### src/rtl/multiplier_sequencer.sv
`default_nettype none
// ============================================================================
// Module      : multiplier_sequencer (with base_multiplier slice)
// Description : Digit-serial unsigned WIDTH x WIDTH multiplier, one b-digit/cycle
// Revision    : 1.0
// ============================================================================

module base_multiplier #(
    parameter int BASE_WIDTH = 4
) (
    input  logic [BASE_WIDTH-1:0]   a_i,
    input  logic [BASE_WIDTH-1:0]   b_i,
    output logic [2*BASE_WIDTH-1:0] p_o
);
    assign p_o = {{BASE_WIDTH{1'b0}}, a_i} * {{BASE_WIDTH{1'b0}}, b_i};
endmodule

module multiplier_sequencer #(
    parameter int WIDTH      = 32,
    parameter int BASE_WIDTH = 4
) (
    input  logic                 clk,
    input  logic                 reset,
    input  logic                 kill,
    input  logic                 req_valid,
    output logic                 req_ready,
    input  logic [WIDTH-1:0]     req_a,
    input  logic [WIDTH-1:0]     req_b,
    output logic                 resp_valid,
    input  logic                 resp_ready,
    output logic [2*WIDTH-1:0]   resp_result,
    output logic                 busy
);
    localparam int STEPS = WIDTH / BASE_WIDTH;
    localparam int SW    = $clog2(STEPS + 1);
    localparam int PW    = WIDTH + BASE_WIDTH;
    localparam int AW    = 2 * WIDTH;

    if ((WIDTH % BASE_WIDTH) != 0 || BASE_WIDTH > 4) begin : g_width_check
        $fatal(1, "\033[31mmultiplier_sequencer: WIDTH must be a multiple of BASE_WIDTH (<= 4)\033[0m");
    end

    typedef enum logic [1:0] {
        S_IDLE = 2'd0,
        S_RUN  = 2'd1,
        S_DONE = 2'd2
    } state_t;

    state_t            state_q, state_d;
    logic [SW-1:0]     step_q, step_d;
    logic [SW-1:0]     pstep_q, pstep_d;
    logic [WIDTH-1:0]  a_q, a_d;
    logic [WIDTH-1:0]  b_q, b_d;
    logic [AW-1:0]     acc_q, acc_d;
    logic [PW-1:0]     partial_q, partial_d;

    logic [BASE_WIDTH-1:0]   w_digit;
    logic [2*BASE_WIDTH-1:0] w_prod [STEPS];
    logic [PW-1:0]           w_partial;
    logic [AW-1:0]           w_shifted;

    // Past the last digit the shift empties b, so the drain cycle multiplies by zero.
    assign w_digit = BASE_WIDTH'(b_q >> (step_q * BASE_WIDTH));

    for (genvar k = 0; k < STEPS; k++) begin : g_slices
        base_multiplier #(
            .BASE_WIDTH (BASE_WIDTH)
        ) u_slice (
            .a_i (a_q[k*BASE_WIDTH +: BASE_WIDTH]),
            .b_i (w_digit),
            .p_o (w_prod[k])
        );
    end

    always_comb begin
        w_partial = '0;
        for (int k = 0; k < STEPS; k++) begin
            w_partial = w_partial + (PW'(w_prod[k]) << (k * BASE_WIDTH));
        end
    end

    // The partial product is registered, so accumulation trails the digit by one cycle.
    assign w_shifted = AW'(partial_q) << (pstep_q * BASE_WIDTH);

    always_ff @(posedge clk) begin
        if (reset) begin
            state_q   <= S_IDLE;
            step_q    <= '0;
            pstep_q   <= '0;
            a_q       <= '0;
            b_q       <= '0;
            acc_q     <= '0;
            partial_q <= '0;
        end else begin
            state_q   <= state_d;
            step_q    <= step_d;
            pstep_q   <= pstep_d;
            a_q       <= a_d;
            b_q       <= b_d;
            acc_q     <= acc_d;
            partial_q <= partial_d;
        end
    end

    always_comb begin
        state_d   = state_q;
        step_d    = step_q;
        pstep_d   = pstep_q;
        a_d       = a_q;
        b_d       = b_q;
        acc_d     = acc_q;
        partial_d = partial_q;
        case (state_q)
            S_IDLE: begin
                if (req_valid && !kill) begin
                    state_d   = S_RUN;
                    a_d       = req_a;
                    b_d       = req_b;
                    acc_d     = '0;
                    step_d    = '0;
                    pstep_d   = '0;
                    partial_d = '0;
                end
            end
            S_RUN: begin
                if (kill) begin
                    state_d = S_IDLE;
                end else begin
                    acc_d     = acc_q + w_shifted;
                    partial_d = w_partial;
                    pstep_d   = step_q;
                    step_d    = step_q + SW'(1);
                    if (step_q == SW'(STEPS)) begin
                        state_d = S_DONE;
                    end
                end
            end
            S_DONE: begin
                if (kill || resp_ready) begin
                    state_d = S_IDLE;
                end
            end
            default: state_d = S_IDLE;
        endcase
    end

    assign req_ready   = (state_q == S_IDLE) && !kill;
    assign resp_valid  = (state_q == S_DONE);
    assign busy        = (state_q != S_IDLE);
    assign resp_result = acc_q;

endmodule
`default_nettype wire

### config.mk
export PLATFORM = sky130hd
export DESIGN_NAME = multiplier_sequencer
export DESIGN_NICKNAME = d
export VERILOG_FILES = /design/src/rtl/multiplier_sequencer.sv
export SDC_FILE = /design/constraint.sdc
export NUM_CORES = 1
export LEC_CHECK = 0
export ABC_AREA = 1
export CAP_MARGIN = 20
export CELL_PAD_IN_SITES_DETAIL_PLACEMENT = 0
export CELL_PAD_IN_SITES_GLOBAL_PLACEMENT = 1
export CORE_MARGIN = 2
export CORE_UTILIZATION = 40
export DETAILED_ROUTE_END_ITERATION = 12
export DONT_BUFFER_PORTS = 1
export HOLD_SLACK_MARGIN = 0.02
export PLACE_DENSITY_LB_ADDON = 0.1
export SYNTH_ARGS = -nofsm -noshare
export SYNTH_HDL_FRONTEND = slang
export SYNTH_HIERARCHICAL = 1
export SYNTH_SLANG_ARGS = --single-unit
export TNS_END_PERCENT = 10
### constraint.sdc
create_clock -name clk -period 6.65 [get_ports clk]
set_input_delay 0.9975 -clock clk [delete_from_list [all_inputs] [get_ports clk]]
set_output_delay 0.9975 -clock clk [all_outputs]
set_load 0.01 [all_outputs]
**After elaboration in Yosys (flattened, before gate mapping)**

Index checks and enable logic that the tools add are counted.

- Bits in registers: 174
- Input bits: 69

- Equality and inequality tests: 7
- Multiplexer cells: 16
- Reduce and logical (&&, ||, !) cells: 10
- Shift operators: 2
- Add/subtract/negate cells: 9
- Multipliers: 8

Operators with widths:

| cell | number |
|---|---|
| $mux W64 | 2 |
| $pmux W64 S2 | 1 |
| $mux W36 | 2 |
| $pmux W36 S2 | 1 |
| $add A64 B64 Y64 | 1 |
| $mul A4 B4 Y8 | 8 |
| $shl A36 B6 Y64 | 1 |
| $add A33 B36 Y36 | 1 |
| $add A29 B32 Y33 | 1 |
| $shr A32 B6 Y4 | 1 |
| $add A25 B28 Y29 | 1 |
| $add A21 B24 Y25 | 1 |
| $add A17 B20 Y21 | 1 |
| $add A13 B16 Y17 | 1 |
| $pmux W4 S2 | 2 |
| $add A8 B12 Y13 | 1 |
| $mux W4 | 3 |
| $mux W2 | 4 |
| $pmux W2 S3 | 1 |
| $reduce_and A3 Y1 | 2 |
| $add A4 B1 Y4 const B | 1 |
| $eq A4 B4 Y1 const B | 1 |
| $ne A2 B2 Y1 const B | 2 |
| $reduce_bool A2 Y1 | 2 |
| other kinds (9) | 10 |

**Longest topological paths before layout**

- Depth after elaboration: 11
- Mapped depth: 29

**Modules after synthesis**

Netlist, hierarchy kept.

By module, submodules not included:

| module | cells an instance | instances | area each (um^2) | sequential area each (um^2) |
|---|---|---|---|---|
| multiplier_sequencer | 2,730 | 1 | 15,633.7 | 3,483.3 |
| base_multiplier at g_slices[0].u_slice ... | 70 | 7 | 462.9 | 0.0 |
| base_multiplier at g_slices[3].u_slice | 70 | 1 | 467.9 | 0.0 |

**Least setup slack after synthesis**

OpenSTA, ideal clock, no wires.

- Path type: reg2reg
- Start point: register step_q[0]
- End point: register partial_q[14]
- Data required time: 6.518 ns
- Setup time: 0.132 ns
- Cell stages (with the launch flop): 24
- Path buffers: 2
- Setup slack: 0.763 ns
- Arrival time: 5.755 ns
- Cells stage by stage: dfxtp_1 clkbuf_1 clkbuf_1 nor2_1 nor2_1 o21ai_0 a31oi_1 nand2_1 fa_1 inv_1 fa_1 fa_1 xor2_1 ha_1 fa_1 nand3_1 nand2_1 nand3_1 nand2_1 nand2_1 nand2_1 or2_2 nand3_1 a21oi_1

RTL lines:

| element | RTL line | source |
|---|---|---|
| start: declaration | 50 | `logic [SW-1:0] step_q, step_d;` |
| start signal: assignment | 96 | `step_q <= step_d;` |
| end signal: assignment | 101 | `partial_q <= partial_d;` |
| end: declaration | 55 | `logic [PW-1:0] partial_q, partial_d;` |

==> key figures <==
Floorplanning
  • Die X: between 200 and 250 microns
  • Starting density of the core: 40.51%
  • Die height: around 220 microns
  • Die area: 0.05013 sq mm
  • CORE AREA: 0.04775 sq mm
  • Core Rows: 80
  • Io pins: 136

Global routing
  • Gr busiest metal: met2
  • GRT met1 Usage: about 33%
  • Met3 Use GR: ~4.2%
  • Global-route wire length before repair: 105200 microns
  • Met2 GRT Util: 47.94%
  • Total global routing overflow: 0
  • Largest net degree at the start of global routing: 104
  • Initial antenna violation count: 0
  • Gr usage total: a little over a quarter
  • Vias in the first global route: 19110

CTS
  • Clock transition at path regs: 0.08 ns
  • CTS root buffer: clkbuf_16
  • Worst-Skew Late Latency: between 0.5 and 0.6 ns
  • CTS tree: built
  • # hold bufs at CTS: 0
  • Post-CTS Resized: 0
  • CTS max path bufs: 2
  • Setup repair bufs after CTS: 0
  • Num CTS Buffers: 17
  • H-tree level count: 4
  • Sink Count: 174

Timing
  • Final setup viols: 0
  • Setup TNS: 0 ns
  • Final min period: 6.116 ns
  • Final cycle utilization of the critical path: 91.98%
  • RSZ-0062 raised after global routing: no
  • Worst Clk Skew: 0.02322 ns
  • Number of hold violations in the final report: 0
  • Slew @ Worst Pin: between 0.9 and 1 ns
  • Worst slew margin: between 30% and 40%
  • Max Slew Vio Count: 0
  • Fmax: 163.5 MHz

Placement
  • IO Port Bufs: 0
  • Final Wtd Congestion: 0.9956
  • DP HPWL: 55470 microns

Setup path
  • Reg2Reg Depth: 22
  • Max FO, Critical Path: 24
  • Worst EP required: 7.03 ns
  • Internal reg-to-reg setup slack: 0.53 ns
  • FF-to-FF End: partial_q[22]$_SDFFE_PP0P_
  • Reg2reg start: step_q[1]$_SDFFE_PP0P_
  • WP data arrival: 6.50 ns
  • Critical path class: reg -> reg
  • Setup crit start kind: flip-flop
  • Critical Path End Type: flip-flop

Power and ir drop
  • Internal Power: 1.760 mW
  • Part of the power in registers: 40.7%
  • Final Power: 2.759 mW
  • Peak VDD IR: 0.1507 mV
  • Pwr Density: approximately 130 mW/mm^2
  • Clock Power Share: 37.7%
  • Gate power share: 21.6%
  • P_sw: 998.7 uW
  • Net Sw Frac: 36.20%
  • Leakage: 11.51 nW

Yosys
  • Register area share after synthesis: 18.01%
  • Area contributors post-synth: nand2_1 (21%), dfxtp_1 (18%), ha_1 (12%), inv_1 (9.3%), nor2_1 (6.6%)
  • Post-Synth Simple-Gate Area: about two fifths
  • Syn. warnings: 6
  • Avg Inst Size Synth: 5.879 sq um
  • Synthesized netlist cell count: ~3300
  • Post-synth top area share: 20.98%
  • Seq cells post-synth: 174
  • Post-synth EDFFs: 0
  • Mapped Area: roughly 0.019 sq mm
  • Count of cell types in the netlist: 49
  • Mux contribution to synthesized area: less than 1%
  • FFs w/ async S/R, synth: 0%
  • Largest family of logic cells by synthesized area: simple AND/OR/NAND/NOR gates
  • Post-synth top flop: dfxtp_1
  • Synth area leader: nand2_1
  • Adder-cell share of the synthesized area: 15.74%
  • Mapped Nets: 3582
  • Xor/xnor cell area share of the yosys netlist: 1.087%
  • Compound-cell area share of the yosys netlist: 13.87%

Finish
  • N_diodes: 0
  • Nets: 3531
  • Most common cell after layout, fill and taps aside: nand2_1
  • P&R area growth vs syn: 5.809%
  • Layout cell share with drive strength beyond 1: 6.058%
  • Most frequent cells in the layout: nand2_1 (1080), inv_1 (477), nor2_1 (342)

Drt
  • Routed WL: ~68000 microns
  • Avg WL per Cell: 17.53 microns
  • Total number of vias: 20010
  • DRT iter0 DRCs: 1262
  • Drt pass-1 iters: 5
  • Post-route ant nets: 0
  • Via/cell ratio: 5.173
  • DRC errors left: 0

Hold path
  • Hold WC Path Type: reg -> reg
  • Endpoint, Worst Hold: partial_q[16]$_SDFFE_PP0P_
  • Hold_sp: partial_q[16]$_SDFFE_PP0P_
  • Worst Hold Depth: 2

Job
  • Maxcap violations: 0

Outcome
  • Status: completed
[flip-flops by register name, summed over array words and instances, names as in the netlist]
name         cells
a_q             32
b_q             32
partial_q       36
pstep_q          4
resp_result     64
state_q          2
step_q           4
[layer usage]
metal | wire length (microns) | vias to the layer above
li1 | - | 10330
met1 | 29690 | 9177
met2 | 32880 | 392
met3 | 2549 | 103
met4 | 2676 | 0
met5 | 0 | -
[cells by family (layout without fill, tap and decap cells)]
kind of cell               count (synthesis)  after routing
buffers and inverters                    589            551
AOI/OAI and AO/OA                        499            499
and+or+nand+nor                         1774           1774
DFF                                      174            174
muxes                                      7              7
xor gates and xnor gates                  24             24
adders and majority gates                223            223
[how the worst max path moves through the flow]
| stage | startpoint | slack [ns] | end |
|---|---|---|---|
| 3_3_place_gp | step_q[1]$_SDFFE_PP0P_ | 0.67 | partial_q[22]$_SDFFE_PP0P_ |
| 6_report | step_q[1]$_SDFFE_PP0P_ | 0.53 | partial_q[22]$_SDFFE_PP0P_ |
| 4_1_cts | step_q[1]$_SDFFE_PP0P_ | 0.60 | partial_q[22]$_SDFFE_PP0P_ |
| 3_5_place_dp | step_q[1]$_SDFFE_PP0P_ | 0.63 | partial_q[22]$_SDFFE_PP0P_ |
| 5_1_grt | step_q[1]$_SDFFE_PP0P_ | 0.15 | partial_q[22]$_SDFFE_PP0P_ |
| 2_1_floorplan | step_q[0]$_SDFFE_PP0P_ | 0.76 | partial_q[14]$_SDFFE_PP0P_ |
[final cells by class]
| cell class | instances | area, sq um |
|---|---|---|
| clock inverter | 14 | 147.6 |
| timing repair buffer | 15 | 137.6 |
| clock buffer | 18 | 429.2 |
| multi-input combinational | 2527 | 13610 |
| tap | 615 | 769.5 |
| fill | 5292 | 27280 |
| sequential | 174 | 3483 |
| inverter | 504 | 1892 |
[worst max-delay path: stages, from the launching register on]
cell      delay, ns
dfxtp_1        0.58
clkinv_1       0.37
nor2_1         0.18
o21ai_0        0.15
a31oi_4        0.72
nand2_1        0.15
fa_1           0.51
inv_1          0.05
fa_1           0.53
fa_1           0.48
nand3_1        0.10
nand2_1        0.06
xor2_1         0.15
ha_1           0.35
nand2_1        0.10
nor2_1         0.20
inv_1          0.11
nor2_1         0.31
nand4_1        0.25
nand3_1        0.19
a21oi_1        0.08
o21ai_0        0.22
a21oi_1        0.11
[power by group through the flow]
stage	clock, mW	combinational, mW	sequential [mW]
2_1_floorplan	0	0.432	1.13
3_3_place_gp	0	0.585	1.15
3_5_place_dp	0	0.590	1.15
4_1_cts	1.07	0.594	1.12
5_1_grt	1.11	0.673	1.13
6_report	1.04	0.595	1.12
[Yosys cell counts, types with 7 or more instances]
master	count
a21oi_1	236
a21oi_2	10
buf_2	26
buf_4	8
clkbuf_1	44
clkinv_1	7
dfxtp_1	174
fa_1	34
ha_1	189
inv_1	479
inv_2	18
mux2i_1	7
nand2_1	1081
nand2_2	38
nand3_1	166
nand3_2	22
nand3b_1	24
nand4_1	24
nor2_1	342
nor2_2	21
nor2_4	7
nor3_1	16
o21ai_0	176
o21ai_1	13
o221ai_1	13
o22ai_1	18
or2_2	11
xor2_1	24
[per-stage QoR]
stage | utilization, % | hold slack, ns | setup slack (ns) | cell area (sq um) | std cells
CTS | 42.78 | 0.4838 | 0.5995 | 20430 | 3865
floorplan | - | 0.4495 | 0.7628 | 19340 | 3290
detailed placement | 41.57 | 0.4723 | 0.6281 | 19850 | 3833
global route | 42.86 | 0.5085 | 0.1479 | 20470 | 3867
finish | 42.86 | 0.4893 | 0.5336 | 20470 | 3867
global placement | 41.57 | 0.4716 | 0.6746 | 19850 | 3833
(Power assumes the default switching activity.)
